==> config.mk <==
export PLATFORM = sky130hd
export DESIGN_NAME = button_press_decoder
export DESIGN_NICKNAME = d
export VERILOG_FILES = /design/src/rtl/button_pkg.sv /design/src/rtl/button_press_decoder_rise_detect.sv /design/src/rtl/button_press_decoder.sv
export SDC_FILE = /design/constraint.sdc
export NUM_CORES = 1
export LEC_CHECK = 0
export CAP_MARGIN = 20
export CORE_ASPECT_RATIO = 1.5
export CORE_MARGIN = 3
export CORE_UTILIZATION = 28
export DETAILED_ROUTE_END_ITERATION = 10
export GPL_TIMING_DRIVEN = 0
export SYNTH_ARGS = -nofsm -noshare
export SYNTH_HDL_FRONTEND = slang
export SYNTH_SLANG_ARGS = --single-unit
==> constraint.sdc <==
create_clock -name clk -period 1.5 [get_ports clk]
set_clock_uncertainty 0.1 [all_clocks]
set_input_delay 0.3 -clock clk [delete_from_list [all_inputs] [get_ports clk]]
set_output_delay 0.3 -clock clk [all_outputs]
set_load 0.02 [all_outputs]
==> src/rtl/button_pkg.sv <==
// Shared definitions for the button press decoder: FSM state encodings
// and the default number of ticks that make a press "long".
package button_pkg;

    typedef enum logic [1:0] {
        IDLE  = 2'd0,
        SHORT = 2'd1,
        LONG  = 2'd2,
        ARM   = 2'd3
    } btn_state_e;

    localparam int LONG_TICKS_DEFAULT = 16;

endpackage

==> src/rtl/button_press_decoder_rise_detect.sv <==
// rise_detect: flags a 0->1 transition of a level sampled on clk.
// The history register has a configurable reset value so a signal that
// is already high when reset ends is not mistaken for a fresh edge.
module rise_detect #(
    parameter logic RESET_VAL = 1'b0
) (
    input  logic clk,
    input  logic rst,
    input  logic din,
    output logic rise
);

    logic prev_q;

    // Remember last cycle's level so the edge can be seen this cycle.
    always_ff @(posedge clk) begin
        if (rst) begin
            prev_q <= RESET_VAL;
        end else begin
            prev_q <= din;
        end
    end

    assign rise = din & ~prev_q;

endmodule

==> src/rtl/button_press_decoder.sv <==
// button_press_decoder: turns a debounced button level into press,
// release and long-press strobes plus a saturating press counter.
// Optional feature macro: BTN_LONG_PRESS_EN enables tick counting and the
// LONG state; without it long_pulse/long_active stay 0 and tick_in is unused.
module button_press_decoder
    import button_pkg::*;
#(
    parameter int LONG_TICKS = LONG_TICKS_DEFAULT,
    parameter int COUNT_W    = 8
) (
    input  logic               clk,
    input  logic               rst,
    input  logic               tick_in,
    input  logic               btn_in,
    input  logic               count_clr,
    output logic               press_pulse,
    output logic               release_pulse,
    output logic               long_pulse,
    output logic               long_active,
    output logic [COUNT_W-1:0] press_count
);

    localparam logic [COUNT_W-1:0] COUNT_MAX = {COUNT_W{1'b1}};

    btn_state_e         state_q;
    btn_state_e         state_d;
    logic               press_d;
    logic               release_d;
    logic               long_d;
    logic               long_act_d;
    logic [COUNT_W-1:0] count_d;

`ifdef BTN_LONG_PRESS_EN
    localparam logic [7:0] LONG_LAST = 8'(LONG_TICKS - 1);

    logic       tick_rise;
    logic [7:0] hold_q;
    logic [7:0] hold_d;

    // History resets high so a tick level present at reset exit is not a tick.
    rise_detect #(
        .RESET_VAL (1'b1)
    ) u_tick_rise (
        .clk  (clk),
        .rst  (rst),
        .din  (tick_in),
        .rise (tick_rise)
    );
`else
    // Tick input and threshold have no function when long presses are off.
    logic unused_long_cfg;
    assign unused_long_cfg = tick_in ^ (LONG_TICKS > 0);
`endif

    // Next-state and next-output decode; release always beats a tick edge.
    always_comb begin
        state_d    = state_q;
        press_d    = 1'b0;
        release_d  = 1'b0;
        long_d     = 1'b0;
        long_act_d = long_active;
`ifdef BTN_LONG_PRESS_EN
        hold_d     = hold_q;
`endif
        case (state_q)
            IDLE: begin
                if (btn_in) begin
                    state_d = SHORT;
                    press_d = 1'b1;
`ifdef BTN_LONG_PRESS_EN
                    hold_d  = 8'd0;
`endif
                end
            end
            SHORT: begin
                if (!btn_in) begin
                    state_d    = IDLE;
                    release_d  = 1'b1;
                    long_act_d = 1'b0;
                end
`ifdef BTN_LONG_PRESS_EN
                else if (tick_rise) begin
                    hold_d = hold_q + 8'd1;
                    if (hold_q == LONG_LAST) begin
                        state_d    = LONG;
                        long_d     = 1'b1;
                        long_act_d = 1'b1;
                    end
                end
`endif
            end
`ifdef BTN_LONG_PRESS_EN
            LONG: begin
                if (!btn_in) begin
                    state_d    = IDLE;
                    release_d  = 1'b1;
                    long_act_d = 1'b0;
                end
            end
`endif
            ARM: begin
                if (!btn_in) begin
                    state_d = IDLE;
                end
            end
            default: begin
                state_d = ARM;
            end
        endcase
    end

    // Press counter: clear wins over a coinciding press, and it never wraps.
    always_comb begin
        count_d = press_count;
        if (count_clr) begin
            count_d = '0;
        end else if (press_d && (press_count != COUNT_MAX)) begin
            count_d = press_count + COUNT_W'(1);
        end
    end

    // State and registered outputs; reset parks in ARM until the button is up.
    always_ff @(posedge clk) begin
        if (rst) begin
            state_q       <= ARM;
            press_pulse   <= 1'b0;
            release_pulse <= 1'b0;
            long_pulse    <= 1'b0;
            long_active   <= 1'b0;
            press_count   <= '0;
        end else begin
            state_q       <= state_d;
            press_pulse   <= press_d;
            release_pulse <= release_d;
            long_pulse    <= long_d;
            long_active   <= long_act_d;
            press_count   <= count_d;
        end
    end

`ifdef BTN_LONG_PRESS_EN
    // Ticks counted while the current press is held.
    always_ff @(posedge clk) begin
        if (rst) begin
            hold_q <= 8'd0;
        end else begin
            hold_q <= hold_d;
        end
    end
`endif

endmodule

==> impl_metrics.env, run 1 <==
export IMPL_outcome="finished with violations"
export IMPL_start_util=0.296
export IMPL_syn_area_sq_um=549
export IMPL_dp_slack_ps=-623
export IMPL_antennaDiodeCount=0
export IMPL_die_y_um=60.2
export IMPL_yosysWarningCount=0
export IMPL_syn_inst=59
export IMPL_via_per_inst=4.79
export IMPL_fin_nets=86
export IMPL_worst_slack_ps=-35.2
export IMPL_fmax_mhz=651
export IMPL_synthArstFlopShare=0
export IMPL_ant_nets=0
export IMPL_port_buffers=13
export IMPL_grt_pass1_vias=459
export IMPL_grt_pass1_wl_um=1880
export IMPL_root_buffer="clkbuf_4"
export IMPL_die_x_um=42.2
export IMPL_crit_type="flop to flop"
export IMPL_cts_tree="yes"
export IMPL_violations="setup timing"
export IMPL_rows=19
export IMPL_worst_ir_drop_vdd_mv=0.352
export IMPL_hpwl_um=772
export IMPL_worstPathRequired_ps=1570
export IMPL_syn_avg_cell_area_sq_um=9.31
export IMPL_finalHoldViolCount=0
export IMPL_drt_total_wl_um=1120
export IMPL_clkTransAtPathRegs_ps=70
export IMPL_wl_per_cell_um=11.2
export IMPL_worst_path_max_fanout=4
export IMPL_drive_gt1_frac=0.291
export IMPL_io_pin_count=17
export IMPL_worst_setup_path_end_kind="flop"
export IMPL_drc=0
export IMPL_worstPathArrival_ps=1610
export IMPL_start_kind="flop"
export IMPL_ys_ff_latch=12
export IMPL_overflow=0
export IMPL_cts_sinks=12
export IMPL_grt_setup_unrepaired="yes"
export IMPL_syn_to_final_growth_pct=43.1
export IMPL_design_area_sq_um=786
export IMPL_stdcell_count=100
export IMPL_synth_edf_count=0
export IMPL_synth_cell_types=28
export IMPL_grt_max_degree=8
export IMPL_fin_crit_sh=1.02
export IMPL_grt_total_usage=0.0970
export IMPL_yosysSeqAreaShare=0.437
export IMPL_die_area_sq_mm=0.00254
export IMPL_whs_ps=359
export IMPL_synth_top_area_cell="dfxtp_1"
export IMPL_cts_max_path_buffers=2
export IMPL_min_path_type="primary input to flop"
export IMPL_fin_setup_tns_ps=-35.2
export IMPL_coreArea_sq_mm=0.00185
export IMPL_drv_slew=0
export IMPL_cts_inserted_buffers=3
export IMPL_drt_pass1_iter_count=4
export IMPL_gp_congestion=0.744
export IMPL_clock_latency_ps=270
export IMPL_layout_common_cells="dlygate4sd2_1 (10), dfxtp_2 (7), nor2_1 (6)"
export IMPL_htreeDepth=1
export IMPL_setup_viol=1
export IMPL_layout_commonest_cell="dlygate4sd2_1"
export IMPL_leakage_nw=0.362
export IMPL_synth_area_leaders="dfxtp_1 (44%), nor2_1 (4.8%), nand4_4 (3.9%), mux2i_1 (3.6%), o21ai_0 (3.6%)"
export IMPL_synth_top_area_share=0.437
export IMPL_powerDensity_mw_per_mm2=794
export IMPL_n_fill_cell=207
export IMPL_dp_cells=94
export IMPL_synthFlopType="dfxtp_1"
export IMPL_antenna_found_initial=0
export IMPL_dpl_cell_area_sq_um=736
export IMPL_dr_total_vias=479
export IMPL_drv_cap=0
export IMPL_drtIter0Drc=15
export IMPL_period_minus_slack_ps=1540
cell usage after synthesis (all sizes together), types with 2 or more instances:
cell    n
dfxtp  12
buf     2
nand4   2
xor2    2
inv     2
mux2i   2
nand3   2
and3    3
nor3b   2
nor2    7
nand2   2
o21ai   4
a21oi   3
or4     2
per-layer routing:
layer | GRT usage | part of all wire | routed length [um] | up-vias
li1 | - | - | - | 246
met1 | 0.115 | 0.46 | 522 | 209
met2 | 0.155 | 0.44 | 499 | 19
met3 | 0.0301 | 0.065 | 73 | 5
met4 | 0.0533 | 0.025 | 28 | 0
met5 | 0 | 0 | 0 | -
worst max-delay path, cell delays in order (launching register included):
cell,delay [ps]
dfxtp_4,370
ha_4,170
and2_4,160
or4_1,450
and3_1,180
per-stage QoR:
stage | power (mW) | utilization
3_5_place_dp | 0.375 | 0.397
3_3_place_gp | 0.374 | 0.397
2_1_floorplan | 0.358 | -
6_report | 0.624 | 0.424
5_1_grt | 0.648 | 0.424
4_1_cts | 0.634 | 0.421
repair_timing:
action                                  CTS  global route
resized for setup                        15             2
setup buffers                             2             0
endpoints found under the setup margin   16             4
pin swaps                                 2             3
hold buffers                              0             0
endpoints found under the hold margin     0             0
path summary, 6_finish.rpt:
kind | start | to | slack, ps | depth (start not counted)
max | press_count[0] | press_count[7] | -40 | 4
min | btn_in | state_q[0] | 360 | 3
max reg2reg | press_count[0] | press_count[7] | -40 | 4
min reg2reg | state_q[1] | state_q[1] | 400 | 1
logic make-up (layout without fill, tap and decap cells):
| kind of cell | count (synthesis) | count (layout) | synth area share |
|---|---|---|---|
| and+or+nand+nor | 25 | 25 | 0.296 |
| DFF | 12 | 12 | 0.437 |
| AOI/OAI and AO/OA | 11 | 11 | 0.121 |
| buffers and inverters | 5 | 24 | 0.0478 |
| xor gates and xnor gates | 2 | 2 | 0.0319 |
| muxes | 2 | 2 | 0.0364 |
| adders and majority gates | 1 | 1 | 0.0228 |
| other | 1 | 2 | 0.00683 |
layout make-up:
type                            count  area, sq um  area share
Multi-Input combinational cell     43          308       0.392
Sequential cell                    12          253       0.322
Timing Repair Buffer               15          136       0.174
Clock buffer                        4         36.3      0.0462
Tap cell                           21         26.3      0.0334
Buffer                              3         18.8      0.0239
Inverter                            2         7.51     0.00955
flip-flops by register name, indices dropped and copies added (netlist names):
name and cells:
press_count 8, press_pulse 1, release_pulse 1, state_q 2
power by group:
part,switching [mW],internal (mW),leakage [nW]
sequential,0.00574,0.322,0.100
combinational,0.0197,0.0192,0.241
clock,0.110,0.148,0.0210
No activity file was read; power rests on OpenSTA's default activity.
==> run 2, diff against run 1 <==
Settings changed: CORE_ASPECT_RATIO 1.5 to default, CORE_UTILIZATION 28 to 39, PLACE_DENSITY from default to 0.71.
==> impl_metrics.env, run 2 (synthesized netlist as in run 1, its figures left out) <==
export IMPL_antenna_found_initial=0
export IMPL_dp_slack_ps=-596
export IMPL_cp_num_cells=4
export IMPL_grt_pass1_wl_um=1730
export IMPL_rows=12
export IMPL_cp_slowest_cell="or4_1"
export IMPL_crit_buf_inv=0
export IMPL_wl_per_cell_um=11.8
export IMPL_via_per_inst=5.14
export IMPL_layout_commonest_cell="dlygate4sd2_1"
export IMPL_fin_crit_sh=1.01
export IMPL_root_buffer="clkbuf_4"
export IMPL_finalPower_mw=0.629
export IMPL_cts_inserted_buffers=3
export IMPL_start_util=0.452
export IMPL_fin_nets=88
export IMPL_start_kind="flop"
export IMPL_drv_slew=0
export IMPL_fin_setup_tns_ps=-10.6
export IMPL_reg_top3="press_count: 8 flops, state_q: 2 flops"
export IMPL_met3_usage=0.0415
export IMPL_leakage_nw=0.371
export IMPL_htreeDepth=1
export IMPL_dr_total_vias=488
export IMPL_worst_ir_drop_vdd_mv=0.538
export IMPL_cts_hold_buf=0
export IMPL_port_buffers=13
export IMPL_clock_latency_ps=280
export IMPL_cp_slowest_stage_delay_ps=480
export IMPL_worst_slack_ps=-10.6
export IMPL_grt_total_usage=0.128
export IMPL_powerDensity_mw_per_mm2=806
export IMPL_gp_congestion=0.740
export IMPL_setup_viol=1
export IMPL_grt_max_degree=8
export IMPL_crit_type="flop to flop"
export IMPL_overflow=0
export IMPL_syn_to_final_growth_pct=42.1
export IMPL_cts_tree="yes"
export IMPL_drt_total_wl_um=1120
export IMPL_die_x_um=43.5
export IMPL_cp_cell_sequence="ha_4 -> and2_4 -> or4_1 -> and3_1"
export IMPL_grt_busiest_layer="met2"
export IMPL_hpwl_um=780
export IMPL_drv_cap=0
export IMPL_drive_gt1_frac=0.296
export IMPL_outcome="finished with violations"
export IMPL_largest_reg_flops=8
export IMPL_drt_pass1_iter_count=4
export IMPL_coreArea_sq_mm=0.00122
export IMPL_worst_path_max_fanout=4
export IMPL_cts_max_path_buffers=2
export IMPL_period_minus_slack_ps=1510
export IMPL_grt_setup_unrepaired="yes"
export IMPL_violations="setup timing"
export IMPL_cts_sinks=12
export IMPL_clkTransAtPathRegs_ps=80
export IMPL_use_met2=0.195
export IMPL_crit_path_end="press_count[7]"
export IMPL_io_pin_count=17
export IMPL_drc=0
export IMPL_ant_nets=0
export IMPL_r2r_end="press_count[7]"
export IMPL_regMostFlops="press_count"
export IMPL_r2r_cells=4
export IMPL_finalHoldViolCount=0
export IMPL_cp_startpoint="press_count[1]"
export IMPL_layout_common_cells="dlygate4sd2_1 (10), nor2_1 (7), buf_4 (6), dfxtp_2 (6), dfxtp_1 (5)"
export IMPL_r2r_slack_ps=-10
export IMPL_worstPathRequired_ps=1580
export IMPL_die_y_um=43.5
export IMPL_grt_pass1_vias=394
export IMPL_worstPathArrival_ps=1590
export IMPL_die_area_sq_mm=0.00189
export IMPL_critPathTopFamily="simple AND/OR/NAND/NOR gates"
export IMPL_use_met1=0.143
export IMPL_reg2reg_from="press_count[1]"
export IMPL_min_path_type="primary input to flop"
export IMPL_fmax_mhz=662
export IMPL_worst_setup_path_end_kind="flop"
export IMPL_drtIter0Drc=15
export IMPL_antennaDiodeCount=0
[run 2: cell types whose count changed in the layout (fill, tap and decap cells not counted), sizes merged]
cell,delta
buf,+2
clkbuf,+1
clkdlybuf4s15,-1
[run 2: through the flow]
step / instance area (sq um) / hold WS (ps) / instances / utilization
final: 781 / 300 / 95 / 0.642
after CTS: 766 / 295 / 93 / 0.630
after global placement: 727 / 375 / 87 / 0.598
after floorplan: 579 / 272 / 60 / -
after global routing: 781 / 307 / 95 / 0.642
after detailed placement: 727 / 386 / 87 / 0.598
[run 2: worst register-to-register path, delay by kind of cell (launching register included)]
family / cells / cell delay [ps]
fa+ha+maj: 1 / 180
flops: 1 / 360
simple gates: 3 / 780
[run 2: power by group]
group	total [mW]	switching, mW	internal (mW)
combinational	0.0385	0.0191	0.0194
clock	0.263	0.115	0.148
sequential	0.328	0.00577	0.322
total	0.629	0.140	0.489
[run 2: routing by layer]
metal | vias to the layer above | part of all wire
met5 | - | 0
met2 | 14 | 0.44
met4 | 0 | 0.021
met3 | 4 | 0.054
li1 | 253 | -
met1 | 217 | 0.49
[run 2: layout make-up]
class	instances	area, sq um
well taps	14	17.5
flip-flops and latches	12	251
plain buffers	3	18.8
fillers	116	435
repair buffers	17	143
multi-input cells	43	307
clock buffers	4	36.3
inverters	2	7.51
[run 2: worst min path at each step]
stage                         startpoint        endpoint  slack (ps)  cells past startpoint
final                             btn_in      state_q[0]         300                      3
after global routing              btn_in      state_q[0]         310                      3
after CTS                         btn_in      state_q[0]         300                      3
after detailed placement  press_count[5]  press_count[5]         390                      2
after global placement    press_count[5]  press_count[5]         380                      2
after floorplan                      rst     press_pulse         270                      1
[run 2: timing repair]
item	CTS	global route
resized for setup	13	2
buffers inserted	2	2
pin swaps	2	1
endpoints found under the setup margin	15	4
hold endpoints to repair	0	0
